`src/rtl/mem_access_unit.sv`:
```
// Load/store initiator for a single-port, word-addressed data memory.
// Byte and halfword loads are lane-extracted and extended. Byte and halfword
// stores use read-modify-write because the memory only accepts whole words.
// Misaligned, illegal-size and out-of-range requests complete with an error
// and never touch memory.
module mem_access_unit #(
  parameter int unsigned WIDTH  = 32,
  parameter int unsigned LENGTH = 32
) (
  input  logic             clk,
  input  logic             rst,
  input  logic             req_valid,
  output logic             req_ready,
  input  logic             req_write,
  input  logic [1:0]       req_size,
  input  logic             req_unsigned,
  input  logic [WIDTH-1:0] req_addr,
  input  logic [WIDTH-1:0] req_wdata,
  output logic             resp_valid,
  output logic             resp_err,
  output logic [WIDTH-1:0] resp_rdata,
  output logic [WIDTH-1:0] mem_addr,
  output logic [WIDTH-1:0] mem_wdata,
  output logic             mem_we,
  input  logic [WIDTH-1:0] mem_rdata
);

  localparam logic [WIDTH-3:0] LenIdx = (WIDTH-2)'(LENGTH);

  typedef enum logic [2:0] {StIdle, StLoad, StRd, StWr, StResp} state_e;

  state_e state_q, state_d;

  // Request latched at accept
  logic             wr_q;
  logic [1:0]       size_q;
  logic             uns_q;
  logic [WIDTH-1:0] addr_q;
  logic [WIDTH-1:0] wdata_q;
  logic             err_q;
  logic [WIDTH-1:0] rdata_q;
  logic [WIDTH-1:0] buf_q;

  logic             req_err;
  logic [WIDTH-1:0] load_val;
  logic [WIDTH-1:0] merged;
  logic [7:0]       lane_b;
  logic [15:0]      lane_h;

  // Classify the incoming request as erroneous
  always_comb begin
    req_err = (req_size == 2'b11) ||
              ((req_size == 2'b01) && req_addr[0]) ||
              ((req_size == 2'b10) && (req_addr[1:0] != 2'b00)) ||
              (req_addr[WIDTH-1:2] >= LenIdx);
  end

  // Lane extraction for loads and lane merge for sub-word stores
  always_comb begin
    lane_b   = mem_rdata[{addr_q[1:0], 3'b000} +: 8];
    lane_h   = mem_rdata[{addr_q[1], 4'b0000} +: 16];
    load_val = mem_rdata;
    merged   = mem_rdata;
    unique case (size_q)
      2'b00: begin
        load_val = uns_q ? {{(WIDTH-8){1'b0}}, lane_b} : {{(WIDTH-8){lane_b[7]}}, lane_b};
        merged[{addr_q[1:0], 3'b000} +: 8] = wdata_q[7:0];
      end
      2'b01: begin
        load_val = uns_q ? {{(WIDTH-16){1'b0}}, lane_h} : {{(WIDTH-16){lane_h[15]}}, lane_h};
        merged[{addr_q[1], 4'b0000} +: 16] = wdata_q[15:0];
      end
      default: begin
        load_val = mem_rdata;
        merged   = mem_rdata;
      end
    endcase
  end

  // State register
  always_ff @(posedge clk) begin
    if (rst) begin
      state_q <= StIdle;
    end else begin
      state_q <= state_d;
    end
  end

  // Next-state logic
  always_comb begin
    state_d = state_q;
    unique case (state_q)
      StIdle: begin
        if (req_valid) begin
          if (req_err) begin
            state_d = StResp;
          end else if (!req_write) begin
            state_d = StLoad;
          end else if (req_size == 2'b10) begin
            state_d = StWr;
          end else begin
            state_d = StRd;
          end
        end
      end
      StLoad:  state_d = StResp;
      StRd:    state_d = StWr;
      StWr:    state_d = StResp;
      StResp:  state_d = StIdle;
      default: state_d = StIdle;
    endcase
  end

  // Output logic
  always_comb begin
    req_ready  = (state_q == StIdle);
    resp_valid = (state_q == StResp);
    resp_err   = (state_q == StResp) && err_q;
    resp_rdata = (state_q == StResp) ? rdata_q : '0;
    mem_addr   = '0;
    mem_wdata  = '0;
    mem_we     = 1'b0;
    if ((state_q == StLoad) || (state_q == StRd) || (state_q == StWr)) begin
      mem_addr = {addr_q[WIDTH-1:2], 2'b00};
    end
    if (state_q == StWr) begin
      mem_wdata = (size_q == 2'b10) ? wdata_q : buf_q;
      // No write may reach memory while reset is asserted
      mem_we    = !rst;
    end
  end

  // Request latch, load result and merge buffer
  always_ff @(posedge clk) begin
    if (rst) begin
      wr_q    <= 1'b0;
      size_q  <= 2'b00;
      uns_q   <= 1'b0;
      addr_q  <= '0;
      wdata_q <= '0;
      err_q   <= 1'b0;
      rdata_q <= '0;
      buf_q   <= '0;
    end else begin
      unique case (state_q)
        StIdle: begin
          if (req_valid) begin
            wr_q    <= req_write;
            size_q  <= req_size;
            uns_q   <= req_unsigned;
            addr_q  <= req_addr;
            wdata_q <= req_wdata;
            err_q   <= req_err;
            rdata_q <= '0;
          end
        end
        StLoad:  rdata_q <= load_val;
        StRd:    buf_q <= merged;
        default: ;
      endcase
    end
  end

  // wr_q is kept for debug visibility of the latched request
  logic unused_wr;
  assign unused_wr = wr_q;

endmodule

```
`config.mk`:
```
export PLATFORM = sky130hd
export DESIGN_NAME = mem_access_unit
export DESIGN_NICKNAME = d
export VERILOG_FILES = /design/src/rtl/mem_access_unit.sv
export SDC_FILE = /design/constraint.sdc
export NUM_CORES = 1
export LEC_CHECK = 0
export CORE_ASPECT_RATIO = 2
export CORE_UTILIZATION = 44
export CTS_CLUSTER_DIAMETER = 40
export CTS_CLUSTER_SIZE = 40
export DETAILED_ROUTE_END_ITERATION = 8
export PLACE_DENSITY = 0.77
export SYNTH_ARGS = -nofsm -noshare
export SYNTH_HDL_FRONTEND = slang
export SYNTH_SLANG_ARGS = --single-unit
```
`constraint.sdc`:
```
create_clock -name clk -period 2.5 [get_ports clk]
set_clock_uncertainty 0.15 [all_clocks]
set_input_delay 0.75 -clock clk [delete_from_list [all_inputs] [get_ports clk]]
set_output_delay 0.75 -clock clk [all_outputs]
set_load 0.01 [all_outputs]
```
### Word level (Yosys, flattened, before mapping)

Cells that the tools add are included.
W data, S select, Z words.

| storage, ports and cells | value |
|---|---|
| input bits | 103 |
| flip-flop bits (word level) | 135 |
| output and inout bits | 100 |

| operators by class | value |
|---|---|
| reduce and logical (&&, ||, !) cells | 16 |
| eq/ne operators | 10 |
| add/sub/neg operators | 2 |
| order comparisons | 1 |
| multiplexer cells | 18 |
| shift-type cells | 6 |

Operators with widths:

| kind | count |
|---|---|
| $mux W32 | 7 |
| $pmux W32 S2 | 3 |
| $bwmux W32 | 2 |
| $shift A16 B7 Y32 const A | 1 |
| $shift A8 B7 Y32 const A | 1 |
| $shiftx A16 B7 Y32 | 1 |
| $shiftx A32 B6 Y16 | 1 |
| $shiftx A32 B6 Y8 | 1 |
| $shiftx A8 B7 Y32 | 1 |
| $ge A30 B6 Y1 const B | 1 |
| $neg A5 Y7 | 2 |
| $pmux W3 S3 | 1 |
| $eq A2 B2 Y1 const B | 3 |
| $eq A3 B2 Y1 const B | 2 |
| $mux W3 | 2 |
| $logic_or A1 B1 Y1 | 5 |
| $eq A2 B1 Y1 const B | 2 |
| $reduce_and A2 Y1 | 2 |
| $reduce_bool A2 Y1 | 2 |
| $eq A3 B1 Y1 const B | 1 |
| $eq A3 B3 Y1 const B | 1 |
| $logic_and A1 B1 Y1 | 3 |
| $logic_not A3 Y1 | 1 |
| $logic_not A2 Y1 | 1 |
| other kinds (5) | 6 |

### Depth between registers and ports, before layout

Gate-level depths: netlist of the first run.

| depth | value |
|---|---|
| depth in word-level cells | 8 |
| mapped depth | 9 |
| mapped depth without buffers | 6 |

### Worst setup path before layout of the first run

Ideal clock, no wire load.

| timing | value |
|---|---|
| kind | in2out |
| start | in rst |
| end | out mem_we |
| path slack | -90 ps |
| arrival | 1,690 ps |
| cell stages on the path | 4 |
| path through | clkbuf_1 buf_1 buf_1 nor2_1 |

| on the way | value |
|---|---|
| longest elaborated chain between the ends | 2 |

Ends and longest elaborated chain:

| item | RTL line | text |
|---|---|---|
| from (decl) | 11 | `input logic rst,` |
| $logic_not A1 Y1 | 129 | `mem_we = !rst;` |
| $mux W1 | 126 | `if (state_q == StWr) begin` |
| to (decl) | 24 | `output logic mem_we,` |

No other way between the ends.

### Worst setup path after layout of the first run

| timing | value |
|---|---|
| start | reg size_q[1] |
| end | out mem_wdata[7] |

| on the way | value |
|---|---|
| longest elaborated chain between the ends | 3 |

Ends and longest elaborated chain:

| item | RTL line | text |
|---|---|---|
| from (decl) | 36 | `logic [1:0] size_q;` |
| from (signal assigned) | 149 | `size_q <= req_size;` |
| $eq A2 B2 Y1 | 127 | `mem_wdata = (size_q == 2'b10) ? wdata_q : buf_q;` |
| $mux W32 | 127 |  |
| $mux W32 | 126 |  |
| to (decl) | 23 | `output logic [WIDTH-1:0] mem_wdata,` |

No other way between the ends.

==> results.toml, run 1 <==
[grt]
grt_pass1_wl_mm = 44.42
grt_max_degree = 72
gr-total-overflow = 0
antenna_found_initial = 0
grt_pass1_vias = 8394
track_usage = 0.3371

[logic_synthesis]
synth_edf_count = 0
ys_warn_count = 0
syn_area_um2 = 7451
async_flop_share = 0
netlist_instances = 963
syn-mean-instance-area_um2 = 7.737
ys_seq_elements = 135
ys_seq_area_frac = 0.3627
ys_types = 52
ys.flop_type = "dfxtp_1"

[setup_path]
path_max_fanout = 5
path_buf_inv = 4
crit_path_start_kind = "flip-flop"
crit_family = "buffers and inverters"
arrival_ns = 1.64
cp_slowest_stage_delay_ns = 0.37
worst_setup_path_end_kind = "output port"
crit_type = "flip-flop to output port"
required_ns = 1.60
cp_cell_sequence = "nor2b_4 -> buf_12 -> buf_8 -> buf_6 -> nand2_2 -> a21oi_2 -> buf_2"
cp_slowest_cell = "dfxtp_4"

[floorplan]
pin_count = 203
dieArea_um2 = 17490
dieHeight_um = 186.0
start_util = 0.4466
rows = 67
design.core.area_um2 = 16680
die_w_um = 94.02

[final_layout]
layout_common_cells = "nand2_1 (226), dfxtp_1 (130), clkdlybuf4s50_1 (101), a21oi_1 (92), buf_4 (63)"
fin_nets = 1281
drive_gt1_frac = 0.2664
layout_commonest_cell = "nand2_1"
antenna_cells = 0
finalNonFillerCells = 1393
syn_to_final_growth_pct = 43.66

[place]
placed_cells = 1344
portBuffers = 200
gp_congestion = 1.011
hpwl_mm = 19.54
place_ws_ns = -0.3051

[clock_tree]
numCtsBuffers = 17
cts_root_buffer = "clkbuf_16"
clock_path_buffers = 2
htreeDepth = 4
insertion_delay_ns = 0.43
hold_buffers = 0
clock-sinks = 135
clk_pin_slew_ns = 0.06
cts_tree = "built"

[timing]
relSlewSlack = 0.2430
grt_setup_unrepaired = "yes"
timing.fmax_mhz = 393.3
min_period_ns = 2.542
period_share = 1.017
setup_ws_ns = -0.04236
finalHoldViolCount = 0
tightestPinTransition_ns = 1.134
setup_violations = 4
slew_viol_final = 0

[route]
viasPerCell = 6.050
wire_per_inst_um = 20.82
first_iter_violations = 567
drcViolationCount = 0
wl_mm = 29.00
final_antenna_net_count = 0
first_pass_iters = 5
vias = 8427

[power_and_ir_drop]
pwr_density_cell_nw_per_um2 = 522.7
ir_worst_vdd_uv = 504.8
leakagePower_nw = 4.514

[hold_path]
hold_path.class = "flip-flop to flip-flop"

[job]
drv_cap = 0

[status]
status = "finished with violations"
violations = "negative setup slack"
-- final cells by class --
type                            instances  area (um2)
Clock buffer                           19       452.9
Clock inverter                         13       110.1
Fill cell                            1438        5978
Inverter                               19       71.32
Multi-Input combinational cell        712        4461
Sequential cell                       135        2714
Tap cell                              207       259.0
Timing Repair Buffer                  288        2636
-- synthesized netlist by cell type (all sizes together), types with 2 or more instances --
cell type / count / area (um2)
a211oi: 26 / 195.2
a21o: 9 / 67.56
a21oi: 109 / 545.5
a221o: 17 / 182.7
a221oi: 42 / 411.6
a22o: 60 / 525.5
a311oi: 2 / 17.52
a31o: 2 / 17.52
a31oi: 5 / 31.28
and2: 33 / 206.5
and3: 33 / 206.5
buf: 43 / 239.0
clkbuf: 55 / 206.5
dfxtp: 135 / 2703
ha: 5 / 62.56
inv: 19 / 71.32
mux2: 10 / 112.6
mux2i: 13 / 130.1
nand2: 238 / 893.4
nand2b: 7 / 46.30
nand3: 3 / 15.01
nor2: 44 / 167.7
nor2b: 3 / 18.77
nor3: 9 / 45.04
nor3b: 2 / 20.02
nor4: 7 / 58.81
nor4bb: 3 / 30.03
o211ai: 6 / 45.04
o22ai: 6 / 37.54
or3: 4 / 25.02
-- kinds of logic after synthesis --
family | Yosys count | synth area share
DFF | 135 | 0.3627
buffers and inverters | 117 | 0.06935
adders and majority gates | 5 | 0.008396
AOI/OAI and AO/OA | 289 | 0.2836
muxes | 24 | 0.03560
and+or+nand+nor | 392 | 0.2398
other | 1 | 0.0005033
-- report_power, final --
group | total, mW | leakage (nW) | switching [mW] | internal (mW)
clock network | 2.39 | 0.274 | 1.04 | 1.35
registers | 2.28 | 1.10 | 0.0615 | 2.22
logic | 0.927 | 3.14 | 0.501 | 0.426
total | 5.59 | 4.51 | 1.61 | 3.99
-- state kept, by name, indices dropped and copies added, names as in the netlist --
signal,cells
wdata_q,32
err_q,1
addr_q,32
uns_q,1
state_q,3
rdata_q,32
size_q,2
buf_q,32
-- stage by stage --
stage                     setup TNS, ns  power, mW  utilization  hold WS, ns  cell area, um2
final                          -0.09517      5.595       0.6416       0.3048           10700
after global routing             -1.371      5.761       0.6416       0.3170           10700
after CTS                        -1.101      5.590       0.6314       0.3012           10530
after detailed placement         -8.262      3.183       0.5935       0.2892            9901
after global placement           -6.819      3.174       0.5935       0.2812            9901
after floorplan                       0      2.765            -       0.2681            7458
-- final timing paths --
check                                start                  endpoint  slack [ns]  cells past startpoint
setup / recovery    size_q[1]$_SDFFE_PP0P_              mem_wdata[7]       -0.04                      7
hold / removal    wdata_q[20]$_SDFFE_PP0P_  wdata_q[20]$_SDFFE_PP0P_        0.30                      2
setup reg to reg    addr_q[1]$_SDFFE_PP0P_     buf_q[5]$_SDFFE_PP0P_        0.10                      6
hold reg to reg   wdata_q[20]$_SDFFE_PP0P_  wdata_q[20]$_SDFFE_PP0P_        0.30                      2
-- per-layer routing --
metal / up-vias / track usage / wire, um
met5: - / 0 / 0
met4: 0 / 0.2966 / 2673
met3: 162 / 0.08088 / 2343
met2: 469 / 0.5670 / 14260
met1: 3936 / 0.3408 / 9728
li1: 3860 / - / -
-- worst min-delay path: cells and delay by family (launching register included) --
kind | cells | cell delay (ns)
flops | 1 | 0.31
compound gates | 1 | 0.05
simple gates | 1 | 0.05
-- timing repair --
action,CTS,global route
gates resized for setup,425,88
endpoints found under the setup margin,98,83
cloned,9,1
buffers inserted,16,0
pin swaps,13,25
Note: power is estimated with default switching activity, not from simulation.
==> run 2, diff against run 1 <==
CAP_MARGIN = 20   (was not set)
==> results.toml, run 2 (synthesized netlist as in run 1, its figures left out) <==
[power_and_ir_drop]
power.switching_mw = 1.601
leakagePower_nw = 4.533
p_comb_frac = 0.167
switching_share = 0.2861
p_clk_frac = 0.426
ir_worst_vdd_uv = 493.8
p_seq_frac = 0.407
cell_internal_pwr_mw = 3.996
pwr_density_cell_nw_per_um2 = 526.7

[route]
first_pass_iters = 5
viasPerCell = 6.040
first_iter_violations = 673
vias = 8426
wire_per_inst_um = 20.61
final_antenna_net_count = 0
wl_mm = 28.75
drcViolationCount = 0

[place]
place_ws_ns = -0.3051
dpl_cell_area_um2 = 9901
hpwl_mm = 19.54
gp_congestion = 1.011
portBuffers = 200

[timing]
tightestPinTransition_ns = 0.8726
slew_viol_final = 0
timing.fmax_mhz = 393.3
relSlewSlack = 0.4139
tns_ns = -0.07336
min_period_ns = 2.543
setup_violations = 4
finalHoldViolCount = 0
grt_setup_unrepaired = "yes"
period_share = 1.017
timing.hold.ws_ns = 0.3006
setup_ws_ns = -0.04283

[floorplan]
design.core.area_um2 = 16680
rows = 67
pin_count = 203
dieHeight_um = 186.0
start_util = 0.4466
dieArea_um2 = 17490
die_w_um = 94.02

[clock_tree]
clk_pin_slew_ns = 0.07
clock-sinks = 135
cts_root_buffer = "clkbuf_16"
htreeDepth = 4
insertion_delay_ns = 0.42
numCtsBuffers = 17
clock_path_buffers = 2
cts_tree = "built"

[grt]
antenna_found_initial = 0
grt_pass1_vias = 8394
gr-total-overflow = 0
grt_pass1_wl_mm = 44.42
track_usage = 0.3371
grt_max_degree = 72

[setup_path]
cp_slowest_stage_delay_ns = 0.36
crit_family = "buffers and inverters"
worst_setup_path_end_kind = "output port"
path_buf_inv = 3
cp_slowest_cell = "dfxtp_4"
path_max_fanout = 5
required_ns = 1.60
cp_cell_sequence = "nor2b_4 -> buf_12 -> buf_8 -> nand2_2 -> a21oi_2 -> buf_2"
arrival_ns = 1.64
crit_path_start_kind = "flip-flop"
crit_type = "flip-flop to output port"

[status]
status = "finished with violations"
violations = "negative setup slack"

[final_layout]
layout_commonest_cell = "nand2_1"
nFillCells = 1456
fin_nets = 1283
drive_gt1_frac = 0.2626
layout_common_cells = "nand2_1 (221), dfxtp_1 (130), clkdlybuf4s50_1 (101), a21oi_1 (91), buf_2 (72)"
antenna_cells = 0
final_util = 0.6369
final_cell_area_um2 = 10630
syn_to_final_growth_pct = 42.60

[job]
drv_cap = 0

[hold_path]
hold_path.class = "flip-flop to flip-flop"
[run 2: cell count changes in the layout (fill, tap and decap cells not counted), sizes merged]
cell / before / now
dlygate4sd2: 6 / 9
buf: 174 / 176
clkdlybuf4s15: 4 / 1
[run 2: final cells by class]
| class | count | area, um2 | area share |
|---|---|---|---|
| Multi-Input combinational cell | 712 | 4452 | 0.4190 |
| Sequential cell | 135 | 2714 | 0.2554 |
| Timing Repair Buffer | 290 | 2566 | 0.2415 |
| Clock buffer | 19 | 452.9 | 0.04263 |
| Tap cell | 207 | 259.0 | 0.02438 |
| Clock inverter | 13 | 110.1 | 0.01036 |
| Inverter | 19 | 71.32 | 0.006712 |
[run 2: worst reg2reg max path, stage by stage (launching register included)]
cell,delay (ns)
dfxtp_1,0.39
inv_1,0.11
ha_1,0.33
and4bb_1,0.24
mux2_2,0.30
a221oi_1,0.60
nor3_1,0.11
[run 2: repair_timing]
action                     in CTS  in global routing
buffers inserted               16                  0
pin swaps                      13                 20
hold buffers                    0                  0
gates cloned                    9                  0
setup endpoints to repair      98                 67
resized for setup             425                 63
[run 2: final timing paths]
| kind | start | to | slack [ns] | cells after the start |
|---|---|---|---|---|
| hold / removal | addr_q[9]$_SDFFE_PP0P_ | addr_q[9]$_SDFFE_PP0P_ | 0.30 | 2 |
| setup reg to reg | addr_q[1]$_SDFFE_PP0P_ | buf_q[5]$_SDFFE_PP0P_ | 0.13 | 6 |
| hold reg to reg | addr_q[9]$_SDFFE_PP0P_ | addr_q[9]$_SDFFE_PP0P_ | 0.30 | 2 |
| setup / recovery | size_q[1]$_SDFFE_PP0P_ | mem_wdata[1] | -0.04 | 6 |
[run 2: layer usage]
layer  global-route usage  share of wire  vias up
li1                     -              -     3865
met1               0.3408           0.34     3929
met2               0.5670           0.49      478
met3              0.08088          0.081      154
met4               0.2966          0.091        0
met5                    0              0        -
[run 2: stage by stage]
step                power (mW)  std cells
detailed placement       3.183       1344
CTS                      5.590       1400
finish                   5.597       1395
global route             5.767       1395
global placement         3.174       1344
floorplan                2.765        964
[run 2: power groups by stage]
stage	clock network (mW)	logic, mW	registers, mW
floorplan	0	0.467	2.30
global placement	0	0.858	2.32
detailed placement	0	0.865	2.32
CTS	2.41	0.907	2.27
global route	2.49	0.998	2.28
finish	2.38	0.934	2.28
==> run 3, diff against run 2 <==
CORE_UTILIZATION = 45   (was 44)
PLACE_DENSITY = 0.75   (was 0.77)
REMOVE_ABC_BUFFERS = 1   (was not set)
clock period = 3.1 ns   (was 2.5 ns; I/O delays follow)
==> results.toml, run 3 (synthesized netlist as in run 1, its figures left out) <==
[status]
status = "finished clean"

[route]
wire_per_inst_um = 18.48
final_antenna_net_count = 0
wl_mm = 24.78
vias = 7934
viasPerCell = 5.916
first_pass_iters = 6
first_iter_violations = 757
drcViolationCount = 0

[setup_path]
cp_slowest_stage_delay_ns = 0.55
crit_type = "flip-flop to output port"
crit_path_start_kind = "flip-flop"
worstSetupEndpoint = "mem_wdata[16]"
required_ns = 2.02
r2r_slack_ns = 0.74
path_max_fanout = 7
cp_slowest_cell = "clkdlybuf4s50_1"
worstReg2RegStart = "size_q[0]$_SDFFE_PP0P_"
r2r_cells = 5
arrival_ns = 2.00
rr_endpoint = "rdata_q[28]$_SDFFE_PP0P_"
startpoint = "size_q[0]$_SDFFE_PP0P_"
cp_cell_sequence = "nand2b_2 -> buf_6 -> nand2_1 -> a21oi_2 -> clkdlybuf4s50_1"
worst_setup_path_end_kind = "output port"

[power_and_ir_drop]
p_comb_frac = 0.140
switching_share = 0.2689
p_seq_frac = 0.388
leakagePower_nw = 5.073
pwr_density_cell_nw_per_um2 = 448.3
ir_worst_vdd_uv = 363.9
p_clk_frac = 0.472
power.switching_mw = 1.270
cell_internal_pwr_mw = 3.452

[timing]
setup_ws_ns = 0.01570
relSlewSlack = 0.3691
period_share = 0.9949
finalHoldViolCount = 0
tightestPinTransition_ns = 0.9394
setup_violations = 0
timing.fmax_mhz = 324.2
slew_viol_final = 0
grt_setup_unrepaired = "yes"
min_period_ns = 3.084

[floorplan]
rows = 66
dieHeight_um = 184.0
pin_count = 203
design.core.area_um2 = 16190
start_util = 0.4603
die_w_um = 92.99
dieArea_um2 = 17110

[place]
place_ws_ns = 0.04038
gp_congestion = 0.8849
portBuffers = 200
placed_cells = 1307
hpwl_mm = 16.81
dpl_cell_area_um2 = 9604

[clock_tree]
clock-sinks = 135
hold_buffers = 0
cts_tree = "built"
cts_root_buffer = "clkbuf_16"
clock_path_buffers = 2
numCtsBuffers = 17
postCtsSetupBuffers = 0
clk_pin_slew_ns = 0.06
insertion_delay_ns = 0.42
htreeDepth = 4

[final_layout]
drive_gt1_frac = 0.1091
antenna_cells = 0
finalNonFillerCells = 1341
nFillCells = 1407
final_cell_area_um2 = 10530
final_util = 0.6507
layout_common_cells = "nand2_1 (237), clkdlybuf4s50_1 (138), dfxtp_1 (134), a21oi_1 (102)"
layout_commonest_cell = "nand2_1"
syn_to_final_growth_pct = 41.34
fin_nets = 1232

[job]
drv_cap = 0

[grt]
grt_pass1_wl_mm = 38.99
antenna_found_initial = 0
grt_max_degree = 72
track_usage = 0.2877
grt_pass1_vias = 7742
gr-total-overflow = 0

[hold_path]
hold_path.class = "flip-flop to flip-flop"
run 3: final cells by class:
class                      count  area (um2)  share of cell area
tap                          204       255.2             0.02424
clock inverter                15       214.0             0.02032
clock buffer                  17       425.4             0.04039
multi-input combinational    712        4307              0.4089
inverter                      19       71.32            0.006772
sequential                   135        2704              0.2567
timing repair buffer         239        2555              0.2426
run 3: what timing repair did:
item | in CTS | in global routing
resized for setup | 13 | 78
endpoints found under the hold margin | 0 | 0
gates cloned | 0 | 2
endpoints found under the setup margin | 85 | 96
run 3: worst max-delay path, delay by kind of cell, from the launching register on:
family	cells	cell delay, ns
flip-flops	1	0.35
AND/OR/NAND/NOR	2	0.32
buffers and inverters	2	0.72
AO/OA/AOI/OAI	1	0.19
run 3: power groups by stage:
stage	Sequential [mW]	Clock, mW	Combinational [mW]
after CTS	1.83	2.25	0.650
after global placement	1.87	0	0.632
final	1.83	2.23	0.662
after detailed placement	1.87	0	0.642
after floorplan	1.88	0	0.291
after global routing	1.84	2.32	0.714
run 3: through the flow:
step	power, mW	TNS (ns)	hold slack [ns]
finish	4.722	0	0.2931
floorplan	2.175	-35.34	0.2681
global placement	2.497	0	0.2773
detailed placement	2.510	0	0.2835
global route	4.875	-0.08090	0.3169
CTS	4.727	-0.01227	0.2983
run 3: per-layer routing:
metal / global-route usage / wire length, um / up-vias
met3: 0.05914 / 1581 / 107
met5: 0 / 0 / -
met1: 0.3051 / 8791 / 3714
li1: - / - / 3753
met2: 0.5053 / 12910 / 360
met4: 0.1883 / 1490 / 0
run 3: worst min-delay path by stage:
stage                             startpoint                       end  slack, ns  cells after the start
finish               rdata_q[9]$_SDFFE_PP0P_   rdata_q[9]$_SDFFE_PP0P_       0.29                      1
global route         rdata_q[8]$_SDFFE_PP0P_   rdata_q[8]$_SDFFE_PP0P_       0.32                      1
CTS                  rdata_q[9]$_SDFFE_PP0P_   rdata_q[9]$_SDFFE_PP0P_       0.30                      1
detailed placement   rdata_q[9]$_SDFFE_PP0P_   rdata_q[9]$_SDFFE_PP0P_       0.28                      1
global placement     rdata_q[8]$_SDFFE_PP0P_   rdata_q[8]$_SDFFE_PP0P_       0.28                      1
floorplan           rdata_q[10]$_SDFFE_PP0P_  rdata_q[10]$_SDFFE_PP0P_       0.27                      1
